### config.mk
export PLATFORM = sky130hd
export DESIGN_NAME = dec_scan_ctrl
export DESIGN_NICKNAME = d
export VERILOG_FILES = /design/src/rtl/dec_scan_ctrl.sv
export SDC_FILE = /design/constraint.sdc
export NUM_CORES = 1
export LEC_CHECK = 0
export BUFFER_PORTS_ARGS = -buffer_cell sky130_fd_sc_hd__buf_4
export CAP_MARGIN = 15
export CORE_ASPECT_RATIO = 0.75
export CORE_MARGIN = 2
export CORE_UTILIZATION = 56
export CTS_CLUSTER_DIAMETER = 50
export DETAILED_ROUTE_END_ITERATION = 7
export PLACE_DENSITY = 0.89
export SLEW_MARGIN = 20
export SYNTH_ARGS = -nofsm -noshare
export SYNTH_HDL_FRONTEND = slang
export SYNTH_SLANG_ARGS = --single-unit
### constraint.sdc
create_clock -name i_clk -period 3.5 [get_ports i_clk]
set_input_delay 0.35 -clock i_clk [delete_from_list [all_inputs] [get_ports i_clk]]
set_output_delay 0.35 -clock i_clk [all_outputs]
set_load 0.01 [all_outputs]
### src/rtl/dec_scan_ctrl.sv
// Two-digit scan controller: accepts a binary value, clamps it to 99, and alternates tens/ones
// phases to a combinational digit converter, capturing each digit. Optional macro: DEC_SCAN_BLANK_EN.
module dec_scan_ctrl #(
   parameter int unsigned DW = 8
) (
   input  logic          i_clk,
   input  logic          i_rst_n,
   input  logic [6:0]    i_bin,
   input  logic          i_valid,
   output logic          o_ready,
   input  logic          i_run,
   input  logic [DW-1:0] i_dwell,
   output logic [6:0]    o_bin,
   output logic          o_tens,
   output logic          o_ones,
   input  logic [3:0]    i_dec,
   output logic [3:0]    o_digit,
   output logic          o_digit_vld,
   output logic          o_digit_pos,
   output logic          o_ovf
);

   localparam int unsigned BW = 7;
   localparam int unsigned XW = 4;
   localparam logic [BW-1:0] MAX_VAL = BW'(99);
   localparam logic [BW-1:0] TEN_VAL = BW'(10);

   typedef enum logic [1:0] {IDLE, TENS, ONES} state_t;

   state_t          state, state_nxt;
   logic [DW-1:0]   cnt, dwell_q;
   logic            tc, xfer, enter, first;
   logic [XW-1:0]   digit_nxt;

   assign tc      = (cnt == dwell_q);
   assign o_ready = (state == IDLE) || ((state == ONES) && tc);
   assign xfer    = i_valid && o_ready;
   assign first   = (state != IDLE) && (cnt == '0);

`ifdef DEC_SCAN_BLANK_EN
   // Suppress a leading zero on single-digit values
   assign digit_nxt = ((state == TENS) && (o_bin < TEN_VAL)) ? XW'(4'hF) : i_dec;
`else
   assign digit_nxt = i_dec;
`endif

   // Next-state logic
   always_comb begin
      state_nxt = state;
      enter     = 1'b0;
      case (state)
         IDLE: if (xfer) state_nxt = TENS;
         TENS: if (tc) state_nxt = ONES;
         ONES: begin
            if (tc) begin
               if (xfer || i_run) state_nxt = TENS;
               else               state_nxt = IDLE;
            end
         end
         default: state_nxt = IDLE;
      endcase
      // Phases never re-enter themselves, so any change into TENS/ONES is an entry
      if ((state_nxt != IDLE) && (state_nxt != state)) enter = 1'b1;
   end

   // State, counter and registered outputs
   always_ff @(posedge i_clk or negedge i_rst_n) begin
      if (!i_rst_n) begin
         state       <= IDLE;
         cnt         <= '0;
         dwell_q     <= '0;
         o_bin       <= '0;
         o_ovf       <= 1'b0;
         o_tens      <= 1'b0;
         o_ones      <= 1'b0;
         o_digit     <= '0;
         o_digit_vld <= 1'b0;
         o_digit_pos <= 1'b0;
      end else begin
         state       <= state_nxt;
         o_tens      <= (state_nxt == TENS);
         o_ones      <= (state_nxt == ONES);
         o_digit_vld <= first;
         if (enter) begin
            cnt     <= '0;
            dwell_q <= i_dwell;
         end else if (state != IDLE) begin
            cnt <= cnt + DW'(1);
         end
         if (xfer) begin
            o_bin <= (i_bin > MAX_VAL) ? MAX_VAL : i_bin;
            o_ovf <= (i_bin > MAX_VAL);
         end
         if (first) begin
            o_digit     <= digit_nxt;
            o_digit_pos <= (state == TENS);
         end
      end
   end

endmodule

==> metrics.log <==
[metrics] HPWL after detailed placement: 2.387 mm
[metrics] Initial Utilization: 0.5778
[metrics] top cell type's share of synthesized area: 0.5128
[metrics] proportion of power drawn by flip-flops and latches: 0.404
[metrics] commonest cells after routing, fill and taps aside: buf_4, dfrtp_1, nor2_1
[metrics] met2 layer usage reported by global route: 0.3333
[metrics] Worst Path Required: 3.15 ns
[metrics] clock buffer depth: 2
[metrics] Fmax: 457.6 MHz
[metrics] total grt overflow: 0
[metrics] total internal power: 1.172 mW
[metrics] static leakage: 0.9650 nW
[metrics] count of mapped cells out of synthesis: 137
[metrics] drt wl/cell: 15.31 µm
[metrics] Die X-Extent: 66.85 µm
[metrics] type of the most critical hold path: in2async
[metrics] via count of the first global-routing pass: 1139
[metrics] Most Used Layer, Global Route: met2
[metrics] post-layout instance count excluding filler cells: 213
[metrics] type of origin of the critical path: register
[metrics] sequential element share of the synthesized area: 0.5128
[metrics] run status: finished, violations left
[metrics] vias per cell: 5.700
[metrics] CTS tree: yes
[metrics] total setup violations reported at the end of the flow: 0
[metrics] global-route wire length before repair: 5.589 mm
[metrics] critical path's slowest cell: dfrtp_1
[metrics] final estimated routing congestion in global placement: 0.9252
[metrics] violated checks: hold timing
[metrics] post_cts resized: 0
[metrics] Net count, final: 200
[metrics] residual antenna-violating net count after detailed routing: 0
[metrics] number of antenna violations at the first check in global routing: 0
[metrics] TritonCTS Buffers: 5
[metrics] average footprint of a synthesized cell: 12.11 µm²
[metrics] layout cell share with drive strength beyond 1: 0.3771
[metrics] element type at the critical path end: output port
[metrics] Total GRT Usage: 0.2279
[metrics] setup repair after global routing missed its margin: no
[metrics] synthesized net count: 162
[metrics] ys async rst share: 1.000
[metrics] skew final: 0.009050 ns
[metrics] worst slack on hold paths: -0.007666 ns
[metrics] worst ir drop on vdd: 438.2 µV
[metrics] residual DRC count: 0
[metrics] arrival time at the worst endpoint: 1.84 ns
[metrics] clock edge transition at the registers on the reported setup and hold paths: 0.07 ns
[metrics] count of H-tree levels built during CTS: 2
[metrics] top cell type by total area after synthesis: dfrtp_1
[metrics] number of buffer and inverter instances along the worst setup path: 1
[metrics] core footprint: 2872 µm²
[metrics] number of I/O pins: 40
[metrics] share of total power in the clock network: 0.201
[metrics] overall via count from detail_route: 1214
[metrics] chip height: 51.14 µm
[metrics] delay of the slowest cell on the worst path: 0.45 ns
[metrics] Max-Slew Margin vs Limit: 0.5320
[metrics] ranking of synthesized cells by area: dfrtp_1, xor2_1, mux2_2
[metrics] DR pass1 iterations: 4
[metrics] area enclosed by the die boundary: 3419 µm²
[metrics] final wirelength: 3.262 mm
[metrics] Maximum Capacitance Violations: 0
[metrics] clock root buffer: clkbuf_8
[metrics] number of endpoints with negative hold slack in the final report: 11
[metrics] combinational share of power: 0.395
[metrics] min Tclk post-route: 2.185 ns
[metrics] crit-path max FO: 8
[metrics] aggregate negative setup slack: 0 ns
[metrics] Std-Cell Rows: 17
[metrics] number of buffers inserted by port buffering: 39
[metrics] classification of the worst setup path: reg2out
[metrics] period utilization: 0.6244
[metrics] drt first-iter violations: 62
[metrics] routing usage on met3: 0.06388
[metrics] Layout area overhead: 24.59%
[metrics] number of warnings issued by yosys: 0
[metrics] pin count of the biggest net entering global routing: 35
[metrics] prevailing post-synth register cell: dfrtp_1
[metrics] most common cell after layout, fill and taps aside: buf_4
[metrics] CTS Hold Bufs: 0
[metrics] later-pin clock latency in the skew report: 0.29 ns
[metrics] sequence of cells on the critical path: xor2_1 > nor4_4 > nand4_4 > a21oi_1 > buf_4
[metrics] final slew viol count: 0
[metrics] final antenna diode count: 0
[metrics] net switching power: 0.6553 mW
[metrics] clk sink count: 34
[metrics] flops & latches, synth: 34
[metrics] number of flops mapped to enable cells by yosys: 0
[metrics] post-CTS repair timing setup buffer count: 0
[metrics] measured slew at the worst slew-check pin: 0.6932 ns
[metrics] gate family responsible for the most delay along the worst path: simple AND/OR/NAND/NOR gates
[metrics] final core utilization: 0.7198
[metrics] number of unique standard cell types used by synthesis: 37
[metrics] post-synthesis instance area: 1659 µm²
[metrics] met1 demand-to-capacity share in global routing: 0.3139
[metrics] # placed instances: 206
[metrics] power per cell area: 884.2 nW/µm²
[metrics] switching share of power: 0.3586
[power by group through the flow]
stage	Combinational (mW)	Clock, mW	Sequential [mW]
after floorplan	0.502	0	0.707
after global placement	0.689	0	0.727
after detailed placement	0.720	0	0.738
after CTS	0.726	0.369	0.734
after global routing	0.789	0.392	0.762
final	0.722	0.367	0.738
[area by class of cell]
type / count / area (µm²)
Inverter: 3 / 11.26
Multi-Input combinational cell: 92 / 752.0
Tap cell: 38 / 47.55
Fill cell: 200 / 804.5
Timing Repair Buffer: 39 / 292.8
Clock buffer: 6 / 82.58
Sequential cell: 34 / 850.8
Clock inverter: 1 / 30.03
[sequential cells by signal (all words and copies together), names as in the netlist]
name / cells
o_tens: 1
dwell_q: 8
o_ovf: 1
o_ones: 1
o_digit_pos: 1
o_digit_vld: 1
state: 2
o_bin: 7
cnt: 8
o_digit: 4
[Yosys cell counts (all sizes together) (2+ instances only)]
cell type  count
nor4           2
a21oi          6
mux2          16
nand2          4
inv            3
a32o           3
nand2b         3
ha             2
o21ai          5
dfrtp         34
clkbuf         6
xor2          12
buf            2
nand3          4
xnor2          2
nand4          3
or3            2
a221oi         2
nor2          13
[routing by layer]
layer | vias up | share of wire
met3 | 9 | 0.058
met1 | 605 | 0.45
met4 | 0 | 0.026
li1 | 556 | -
met2 | 44 | 0.47
met5 | - | 0
[final timing paths]
path | from | slack (ns) | depth (start not counted) | end
max | cnt[1]$_DFFE_PN0P_ | 1.31 | 5 | o_ready
min | i_rst_n | -0.008 | 1 | dwell_q[3]$_DFFE_PN0P_
max reg2reg | cnt[1]$_DFFE_PN0P_ | 1.33 | 5 | dwell_q[1]$_DFFE_PN0P_
min reg2reg | o_bin[4]$_DFFE_PN0P_ | 0.50 | 1 | o_bin[4]$_DFFE_PN0P_
max in group asynchronous | i_rst_n | 3.20 | 1 | state[1]$_DFF_PN0_
min in group i_clk | i_dwell[0] | 0.27 | 2 | dwell_q[0]$_DFFE_PN0P_
[metrics by stage]
stage	instance area, µm²	total power, mW	setup slack (ns)	hold slack, ns
2_1_floorplan	1659	1.209	1.546	0.05441
3_3_place_gp	1954	1.416	1.448	0.3091
3_5_place_dp	1954	1.458	1.368	0.3140
4_1_cts	2067	1.830	1.323	0.007681
5_1_grt	2067	1.942	1.208	0.02168
6_report	2067	1.828	1.315	-0.007666
[logic make-up after synthesis]
group           share of synthesized area
buf+inv                           0.03393
compound gates                    0.09729
mux                                0.1237
fa+ha+maj                         0.01508
xor+xnor                          0.07391
flops                              0.5128
simple gates                       0.1433
Power figures use the tool's default switching activity.
